==> config.mk <==
export PLATFORM = sky130hd
export DESIGN_NAME = mult_rr_arbiter
export DESIGN_NICKNAME = d
export VERILOG_FILES = /design/src/rtl/mult_rr_arbiter.sv
export SDC_FILE = /design/constraint.sdc
export NUM_CORES = 1
export LEC_CHECK = 0
export ABC_CLOCK_PERIOD_IN_PS = 6000
export CAP_MARGIN = 25
export CORE_AREA = 2 2 124 126
export CTS_BUF_LIST = sky130_fd_sc_hd__clkbuf_4 sky130_fd_sc_hd__clkbuf_8 sky130_fd_sc_hd__clkbuf_16
export DETAILED_ROUTE_END_ITERATION = 12
export DIE_AREA = 0 0 126 128
export PLACE_DENSITY_LB_ADDON = 0.2
export SLEW_MARGIN = 20
export SYNTH_ARGS = -nofsm -noshare
export SYNTH_HDL_FRONTEND = slang
export SYNTH_SLANG_ARGS = --single-unit
export TNS_END_PERCENT = 30
==> constraint.sdc <==
create_clock -name clk -period 6 [get_ports clk]
set_clock_uncertainty 0.05 [all_clocks]
set_input_delay 1.2 -clock clk [delete_from_list [all_inputs] [get_ports clk]]
set_output_delay 1.2 -clock clk [all_outputs]
set_load 0.05 [all_outputs]
==> src/rtl/mult_rr_arbiter.sv <==
// mult_rr_arbiter
//   Round-robin scheduler that shares one external combinational fixed-point
//   multiplier between NUM_REQ requesters. It has two pipeline stages:
//     S1 registers the granted operands (mul_a/mul_b) and the requester id.
//     S2 registers mul_result together with that id (resp_data/resp_id).
//   Backpressure from resp_ready stalls S2 first, then S1, and finally
//   deasserts req_ready. The block does no arithmetic. Product width,
//   scaling and truncation belong to the external multiplier.
//
// Ports
//   clk, rst            clock; asynchronous active-high reset
//   req_valid/req_ready per-requester handshake (req_ready is one-hot or zero)
//   req_a, req_b        packed operands, requester i in [i*W +: W]
//   mul_a, mul_b        registered operands to the shared multiplier
//   mul_result          combinational product from the shared multiplier
//   resp_valid/ready    result handshake
//   resp_data, resp_id  registered product and the id of its owner
//   busy                an operation is in S1 or S2
//   op_count,
//   stall_count         saturating statistics counters; present only when
//                       MULT_RR_ARBITER_STATS_EN is defined

// Per-requester operand gate. The muxed operand is the OR of all gated
// lanes. Because the grant is one-hot, that OR is exact.
module mult_rr_lane #(
  parameter int W = 25
) (
  input  logic         gnt,
  input  logic [W-1:0] a,
  input  logic [W-1:0] b,
  output logic [W-1:0] a_m,
  output logic [W-1:0] b_m
);
  assign a_m = a & {W{gnt}};
  assign b_m = b & {W{gnt}};
endmodule

module mult_rr_arbiter #(
  parameter int NUM_REQ            = 4,
  parameter int ENGINE_DATA_WIDTH  = 25,
  parameter int ENGINE_FRACT_WIDTH = 20,
  parameter int ID_WIDTH           = (NUM_REQ > 1) ? $clog2(NUM_REQ) : 1
) (
  input  logic                           clk,
  input  logic                           rst,
  input  logic [NUM_REQ-1:0]             req_valid,
  input  logic [NUM_REQ*ENGINE_DATA_WIDTH-1:0] req_a,
  input  logic [NUM_REQ*ENGINE_DATA_WIDTH-1:0] req_b,
  output logic [NUM_REQ-1:0]             req_ready,
  output logic [ENGINE_DATA_WIDTH-1:0]   mul_a,
  output logic [ENGINE_DATA_WIDTH-1:0]   mul_b,
  input  logic [ENGINE_DATA_WIDTH-1:0]   mul_result,
  output logic                           resp_valid,
  input  logic                           resp_ready,
  output logic [ENGINE_DATA_WIDTH-1:0]   resp_data,
  output logic [ID_WIDTH-1:0]            resp_id,
`ifdef MULT_RR_ARBITER_STATS_EN
  output logic [15:0]                    op_count,
  output logic [15:0]                    stall_count,
`endif
  output logic                           busy
);

  localparam int W      = ENGINE_DATA_WIDTH;
  localparam int STAGES = 2;

  // Elaboration-time sanity checks on the parameters.
  if (NUM_REQ < 1) begin : g_chk_req
    $error("mult_rr_arbiter: NUM_REQ must be >= 1");
  end
  if (ENGINE_FRACT_WIDTH >= ENGINE_DATA_WIDTH) begin : g_chk_fw
    $error("mult_rr_arbiter: ENGINE_FRACT_WIDTH must be < ENGINE_DATA_WIDTH");
  end

  typedef struct packed {
    logic [W-1:0]        a;
    logic [W-1:0]        b;
    logic [ID_WIDTH-1:0] id;
  } s1_t;

  typedef struct packed {
    logic [W-1:0]        data;
    logic [ID_WIDTH-1:0] id;
  } s2_t;

  // vld_pipe[1] = S1 occupied, vld_pipe[2] = S2 occupied (resp_valid)
  logic [STAGES:1]             vld_pipe;
  s1_t                         s1;
  s2_t                         s2;
  logic [ID_WIDTH-1:0]         ptr;

  logic [NUM_REQ-1:0][W-1:0]   a_v, b_v, a_m, b_m;
  logic [W-1:0]                sel_a, sel_b;
  logic [NUM_REQ-1:0]          gnt;
  logic [ID_WIDTH-1:0]         gnt_id, ptr_nxt;
  logic                        found, acc, s2_adv, s1_free;

  assign a_v = req_a;
  assign b_v = req_b;

  // S2 takes a new product when it is empty or is being drained this cycle.
  assign s2_adv  = vld_pipe[1] & (~vld_pipe[2] | resp_ready);
  assign s1_free = ~vld_pipe[1] | s2_adv;

  // Round-robin search starting at ptr. This path depends only on
  // req_valid and the pipeline state, never on the operand values.
  always_comb begin
    found  = 1'b0;
    gnt_id = '0;
    for (int k = 0; k < NUM_REQ; k++) begin
      int idx;
      idx = int'(ptr) + k;
      if (idx >= NUM_REQ) idx = idx - NUM_REQ;
      if (!found && req_valid[idx]) begin
        found  = 1'b1;
        gnt_id = ID_WIDTH'(idx);
      end
    end
  end

  assign gnt       = (s1_free && found) ? (NUM_REQ'(1) << gnt_id) : '0;
  assign req_ready = gnt;
  assign acc       = |gnt;
  assign ptr_nxt   = (gnt_id == ID_WIDTH'(NUM_REQ - 1)) ? '0 : gnt_id + 1'b1;

  for (genvar i = 0; i < NUM_REQ; i++) begin : g_lane
    mult_rr_lane #(.W(W)) u_lane (
      .gnt (gnt[i]),
      .a   (a_v[i]),
      .b   (b_v[i]),
      .a_m (a_m[i]),
      .b_m (b_m[i])
    );
  end

  always_comb begin
    sel_a = '0;
    sel_b = '0;
    for (int i = 0; i < NUM_REQ; i++) begin
      sel_a = sel_a | a_m[i];
      sel_b = sel_b | b_m[i];
    end
  end

  always_ff @(posedge clk or posedge rst) begin
    if (rst) begin
      vld_pipe <= '0;
      s1       <= '0;
      s2       <= '0;
      ptr      <= '0;
    end else begin
      // S1: load on accept; otherwise empty out when the op moves to S2.
      if (acc) begin
        s1.a        <= sel_a;
        s1.b        <= sel_b;
        s1.id       <= gnt_id;
        vld_pipe[1] <= 1'b1;
        ptr         <= ptr_nxt;
      end else if (s2_adv) begin
        vld_pipe[1] <= 1'b0;
      end
      // S2: hold steady under backpressure so data and id stay stable.
      if (s2_adv) begin
        s2.data     <= mul_result;
        s2.id       <= s1.id;
        vld_pipe[2] <= 1'b1;
      end else if (resp_ready) begin
        vld_pipe[2] <= 1'b0;
      end
    end
  end

  assign mul_a      = s1.a;
  assign mul_b      = s1.b;
  assign resp_valid = vld_pipe[2];
  assign resp_data  = s2.data;
  assign resp_id    = s2.id;
  assign busy       = vld_pipe[1] | vld_pipe[2];

`ifdef MULT_RR_ARBITER_STATS_EN
  // Both counters saturate and never wrap.
  always_ff @(posedge clk or posedge rst) begin
    if (rst) begin
      op_count    <= '0;
      stall_count <= '0;
    end else begin
      if (s2_adv && op_count != 16'hFFFF)
        op_count <= op_count + 1'b1;
      if (vld_pipe[2] && !resp_ready && stall_count != 16'hFFFF)
        stall_count <= stall_count + 1'b1;
    end
  end
`else
  // Statistics disabled: no counters.
`endif

endmodule

==> summary.md, run 1 <==
| Metric | Value |
|---|---|
| Largest net degree at the start of global routing | 57 |
| Routed wire length per instance | 19.21 µm |
| Via count | 4,782 |
| Clk pwr share | 13.7% |
| Vias per cell | 5.434 |
| First-pass GRT wire length | 26,280 µm |
| Rows | 45 |
| Seq/Total Area, Yosys | 43.85% |
| Die height | 128 µm |
| Final net count | 924 |
| Most used DFF post-synth | dfrtp_1 |
| Grt met3 use | 5.384% |
| Initial DRC Count | 206 |
| Worst R2R Setup Slack | 2.75 ns |
| Non-filler cells, final | 880 |
| Bufs on Longest Clock Path | 2 |
| CP endpoint kind | primary output |
| Synthesis-to-layout area growth | 66.06% |
| Post-Synthesis Cell Area | 0.004737 mm² |
| Power Dens Cells | 558.2 mW/mm² |
| Hold Violations, Final | 0 |
| Fin crit share | 80.93% |
| Worst slew margin | 54.94% |
| Resize count post-CTS | 0 |
| Initial antenna violation count | 0 |
| Simple-gate share of the synthesized area | 3.487% |
| M2 GR Usage | 37.29% |
| Placed instance count | 865 |
| Remaining DRCs | 0 |
| Setup CP Type | in -> out |
| # port buffers | 314 |
| Number of I/O pins | 315 |
| Fmax | 0.2059 GHz |
| Avg Cell Area, Syn | 10.37 µm² |
| Core area | 0.01486 mm² |
| Hold buffers post-CTS | 0 |
| Yosys warning total | 0 |
| Worst Reg2Reg Path Length in Cells | 9 |
| Crit path max fanout | 6 |
| Starting Density | 31.87% |
| Synth Area in XOR/XNOR | 0% |
| TritonCTS clock tree | built |
| Fraction of layout cells with a size suffix above 1 | 4.913% |
| Cell internal pwr | 2221 µW |
| Max-Cap Viols | 0 |
| Adder-cell area share of the yosys netlist | 1.057% |
| Lkg Pwr | 0.002949 µW |
| Mux cell area share after synthesis | 6.867% |
| Final setup viols | 0 |
| Vias in the first global route | 4,995 |
| Post-synth cell types | 35 |
| Max-slew violations | 0 |
| Synth Area in Compound Gates | 30.51% |
| Total negative setup slack | 0 ns |
| Gp weighted congestion | 0.8399 |
| Post-synth EDFFs | 0 |
| Busiest layer in global routing | met2 |
| Clock latency on the worst-skew pair | 0.32 ns |
| Detailed placement HPWL | 12,130 µm |
| Post-synthesis register bit count | 83 |
| Unrepaired setup endpoints after global routing | false |
| Routed WL | 16,910 µm |
| Clock transition at path regs | 0.06 ns |
| Worst Path Required | 4.75 ns |
| Switching Fraction | 49.42% |
| HP Class | reg -> reg |
| Cells after Synth | 457 |
| Post-synth net total | 693 |
| Total gr overflow | 0 |
| Crit path DAT | 3.61 ns |
| Number of cells on the worst hold path | 1 |
| Max VDD drop | 240.5 µV |
| Die ar. | 0.01613 mm² |
| Origin of the critical flop-to-flop path | ptr[1] |
| # diodes | 0 |
| Met1 usage in global routing | 22.78% |
| Setup bufs post-CTS | 0 |
| Clk sinks | 83 |
| Switching power total | 2170 µW |
| Worst setup SP type | input pin |
| CTS buffer count | 9 |
| Root Buffer | clkbuf_16 |
| FF-to-FF End | ptr[1] |
| Power, Total | 4391 µW |
| Final core occ | 52.92% |
| 1st-pass router iterations | 4 |
| Place WS | 1.159 ns |
| Slew @ Worst Pin | 0.6697 ns |
| Ys async rst share | 100.0% |
| Worst setup margin | 1.144 ns |
| Gate power share | 63.5% |
| Antenna viol nets, final | 0 |
| Hold Path Origin | resp_data[3] |
| Largest family of logic cells by synthesized area | compound AO/OA/AOI/OAI gates |
| Register share of total power | 22.8% |
| H-tree Lvls | 3 |
| Status | complete, no violations |
| Minimum clock period | 4.856 ns |
| Die width | 126 µm |
| GRT Total Usage | 20.37% |
| WHS Endpoint | resp_data[3] |
-- layout by cell type, fill, tap and decap left out, types with 3 or more instances in the layout --
master,count
ha_2,4
nor2_1,3
clkbuf_4,3
dfrtp_1,83
mux2_1,28
buf_4,8
a22oi_1,100
and3_1,4
a31oi_1,100
nand2b_1,4
clkdlybuf4s50_1,314
clkbuf_16,9
-- metrics by stage --
step / hold slack [ns] / instance area (µm²)
final: 0.4377 / 7866
after global routing: 0.4530 / 7866
after CTS: 0.4436 / 7866
after detailed placement: 0.4299 / 7545
after global placement: 0.4226 / 7530
after floorplan: 0.4081 / 4737
-- synthesized netlist by cell type (2+ instances only) --
| cell type | n | area, µm² |
|---|---|---|
| buf_2 | 17 | 85.08 |
| inv_1 | 3 | 11.26 |
| a31oi_1 | 100 | 625.6 |
| mux2_1 | 28 | 315.3 |
| buf_6 | 7 | 78.83 |
| buf_4 | 54 | 405.4 |
| a22oi_1 | 100 | 750.7 |
| dfrtp_1 | 83 | 2077 |
| nand2_1 | 2 | 7.510 |
| and3_1 | 4 | 25.02 |
| nor2b_1 | 2 | 12.51 |
| nor2_1 | 3 | 11.26 |
| ha_1 | 4 | 50.05 |
| clkbuf_1 | 25 | 93.84 |
| o31ai_1 | 2 | 15.01 |
| nand2b_1 | 4 | 25.02 |
-- registers in the layout (all words and copies together), names as in the netlist --
signal / flops
mul_b: 25
vld_pipe: 2
mul_a: 25
resp_data: 25
resp_id: 2
ptr: 2
s1: 2
-- worst max-delay path by stage --
| stage | startpoint | endpoint | slack, ns |
|---|---|---|---|
| 2_1_floorplan | req_valid[2] | req_ready[1] | 2.02 |
| 3_3_place_gp | req_valid[0] | req_ready[1] | 1.22 |
| 3_5_place_dp | req_valid[0] | req_ready[0] | 1.16 |
| 4_1_cts | req_valid[2] | req_ready[0] | 1.15 |
| 5_1_grt | req_valid[2] | req_ready[0] | 0.99 |
| 6_report | req_valid[2] | req_ready[0] | 1.14 |
-- power by group through the flow --
stage	registers (µW)	clock network (µW)	logic (µW)
after floorplan	1270	0	1860
after global placement	993	0	2780
after detailed placement	1010	0	2800
after CTS	1000	616	2810
after global routing	1040	641	2960
final	1000	602	2790
-- cells by family (layout without fill, tap and decap cells) --
group                    after synthesis  in the layout
adder cells (fa/ha/maj)                4              4
multiplexers                          29             29
AND/OR/NAND/NOR                       26             26
AO/OA/AOI/OAI                        209            209
flip-flops                            83             83
buffers and inverters                106            341
-- worst max-delay path: stages --
cell and delay (ns):
clkdlybuf4s50_1 0.50, nor2b_1 0.18, a221oi_1 0.37, or2_1 0.21
ha_2 0.20, and3_1 0.15, clkdlybuf4s50_1 0.81
-- per-layer routing --
layer	up-vias	share of wire (%)
met3	28	6.6
met1	2329	38
met2	219	53
met5	-	0
met4	0	2.5
li1	2206	-
-- cell type report --
class                      count  area [µm²]
fill                        1363        6998
timing repair buffer         323        3218
sequential                    83        2077
multi-input combinational    268        2002
clock buffer                  13       261.5
tap                          188       235.2
clock inverter                 2       60.06
inverter                       3       12.51
No activity file was read; power rests on OpenSTA's default activity.
==> run 2: changes to the inputs <==
--- a/config.mk
+++ b/config.mk
@@ -5,7 +5,7 @@
 export SDC_FILE = /design/constraint.sdc
 export NUM_CORES = 1
 export LEC_CHECK = 0
-export ABC_CLOCK_PERIOD_IN_PS = 6000
+export ABC_CLOCK_PERIOD_IN_PS = 4550
 export CAP_MARGIN = 25
 export CORE_AREA = 2 2 124 126
 export CTS_BUF_LIST = sky130_fd_sc_hd__clkbuf_4 sky130_fd_sc_hd__clkbuf_8 sky130_fd_sc_hd__clkbuf_16
==> constraint.sdc (replaced) <==
create_clock -name clk -period 4.55 [get_ports clk]
set_clock_uncertainty 0.05 [all_clocks]
set_input_delay 0.91 -clock clk [delete_from_list [all_inputs] [get_ports clk]]
set_output_delay 0.91 -clock clk [all_outputs]
set_load 0.05 [all_outputs]
==> summary.md, run 2 (same netlist as run 1, synthesis figures left out) <==
| Metric | Value |
|---|---|
| Hold Violations, Final | 0 (unchanged) |
| Post-DP Area | 0.007622 mm² (+1.0%) |
| TritonCTS clock tree | built |
| Via count | 4,782 (unchanged) |
| Clock latency on the worst-skew pair | 0.33 ns (about the same) |
| Worst Path Required | 3.59 ns (-1.16 ns) |
| Largest net degree at the start of global routing | 59 (+3.5%) |
| Initial antenna violation count | 0 (unchanged) |
| Final net count | 929 (+0.54%) |
| Hold Path Origin | resp_id[1] |
| Worst slew margin | 50.38% (-4.6 points) |
| Clk sinks | 83 (unchanged) |
| Root Buffer | clkbuf_16 |
| Worst setup SP type | input pin |
| CP endpoint kind | primary output |
| Vias per cell | 5.397 (-0.68%) |
| Fin crit share | 87.74% |
| Worst Reg2Reg Path Length in Cells | 8 (-1) |
| Crit path max fanout | 25 (+19) |
| Die width | 126 µm (unchanged) |
| Synthesis-to-layout area growth | 66.80% |
| Hold buffers post-CTS | 0 (unchanged) |
| Minimum clock period | 3.992 ns |
| Commonest cells after routing, fill and taps aside | clkdlybuf4s50_1 (310), a22oi_1 (100), a31oi_1 (100) |
| H-tree Lvls | 3 (unchanged) |
| Max-slew violations | 0 (unchanged) |
| Setup CP Type | in -> out |
| 1st-pass router iterations | 5 (+1) |
| Unrepaired setup endpoints after global routing | false |
| Total negative setup slack | 0 ns (unchanged) |
| GRT Total Usage | 20.33% (-0.035 points) |
| Critical-path cell list | clkdlybuf4s50_1, nor3b_1, nand2b_1, ha_2, and3_1, buf_12 |
| Gp weighted congestion | 0.8112 (-3.4%) |
| Max VDD drop | 317.7 µV (+32%) |
| Number of cells on the worst hold path | 1 (unchanged) |
| Vias in the first global route | 5,045 (+1.0%) |
| Resize count post-CTS | 0 (unchanged) |
| Antenna viol nets, final | 0 (unchanged) |
| Commonest non-fill, non-tap cell in the layout | clkdlybuf4s50_1 |
| # diodes | 0 (unchanged) |
| Routed wire length per instance | 19.41 µm (+1.0%) |
| Final setup viols | 0 (unchanged) |
| Final instance area | 0.007901 mm² (+0.45%) |
| CTS buffer count | 9 (unchanged) |
| Clock transition at path regs | 0.06 ns (about the same) |
| Core area | 0.01486 mm² (unchanged) |
| HP Class | reg -> reg |
| Die height | 128 µm (unchanged) |
| Final hold slack | 0.4440 ns (+0.006300 ns) |
| Max-Cap Viols | 0 (unchanged) |
| Initial DRC Count | 205 (-0.49%) |
| Fmax | 0.2505 GHz |
| First-pass GRT wire length | 26,200 µm (-0.29%) |
| Status | complete, no violations |
| Detailed placement HPWL | 12,920 µm (+6.5%) |
| Routed WL | 17,200 µm (+1.7%) |
| Remaining DRCs | 0 (unchanged) |
| Total gr overflow | 0 (unchanged) |
| # port buffers | 314 (unchanged) |
| Seq. cell area | 0.002077 mm² (unchanged) |
| Multi-input logic area | 0.002002 mm² (unchanged) |
| Starting Density | 31.87% (unchanged) |
| Bufs on Longest Clock Path | 2 (unchanged) |
| Slew @ Worst Pin | 0.7375 ns (+0.06780 ns) |
| FF-to-FF End | s1[0] |
| Number of I/O pins | 315 (unchanged) |
| Layout filler cell count | 1,367 (+0.29%) |
| Fraction of layout cells with a size suffix above 1 | 6.304% (+1.4 points) |
| Rows | 45 (unchanged) |
| Crit-path max cell delay | 0.60 ns (-0.21 ns) |
| CP Launch Point | req_valid[2] |
| WHS Endpoint | resp_id[1] |
| Worst path slowest cell | ha_2 |
| Die ar. | 0.01613 mm² (unchanged) |
| Final core occ | 53.16% (+0.24 points) |
| Lkg Pwr | 0.002971 µW (+0.72%) |
| Power Dens Cells | 729.2 mW/mm² (+31%) |
| Setup bufs post-CTS | 0 (unchanged) |
| Crit path DAT | 3.03 ns (-0.58 ns) |
| Worst R2R Setup Slack | 1.57 ns (-1.18 ns) |
| Origin of the critical flop-to-flop path | ptr[1] |
[run 2: cell types whose count changed in the layout (fill, tap and decap cells not counted), moves of 3 or more]
cell / change
buf_4: +5
buf_12: +4
clkdlybuf4s50_1: -4
clkbuf_4: -3
[run 2: per-layer routing]
layer | GRT usage [%] | part of all wire [%] | up-vias | wire [µm]
li1 | - | - | 2223 | -
met1 | 23.73 | 38 | 2287 | 6615
met2 | 36.81 | 52 | 241 | 8917
met3 | 3.840 | 7.2 | 31 | 1237
met4 | 8.080 | 2.5 | 0 | 431
met5 | 0 | 0 | - | 0
[run 2: final cells by class]
| class | count | area share [%] |
|---|---|---|
| Clock buffer | 9 | 2.850 |
| Clock inverter | 7 | 0.6651 |
| Inverter | 3 | 0.1742 |
| Multi-Input combinational cell | 268 | 25.34 |
| Sequential cell | 83 | 26.29 |
| Tap cell | 188 | 2.977 |
| Timing Repair Buffer | 328 | 41.71 |
[run 2: where the power goes]
group          switching [µW]  internal, µW
Sequential                214          1120
Combinational            2390          1350
Clock                     309           374
[run 2: worst max path at each step]
stage,endpoint,slack [ns],depth (start not counted)
after floorplan,req_ready[1],1.15,8
after global placement,req_ready[2],0.60,6
after detailed placement,req_ready[2],0.57,6
after CTS,req_ready[2],0.57,6
after global routing,req_ready[2],0.44,7
final,req_ready[2],0.56,6
[run 2: through the flow]
step / total power [µW] / std cells / setup slack [ns]
finish: 5761 / 886 / 0.5580
global route: 6068 / 886 / 0.4350
CTS: 5811 / 886 / 0.5690
detailed placement: 5105 / 870 / 0.5673
global placement: 5042 / 869 / 0.6036
floorplan: 4133 / 457 / 1.154
[run 2: critical path: cells and delay by family]
family	cells	cell delay (ns)
buffers and inverters	2	0.70
and+or+nand+nor	3	0.81
adders and majority gates	1	0.60
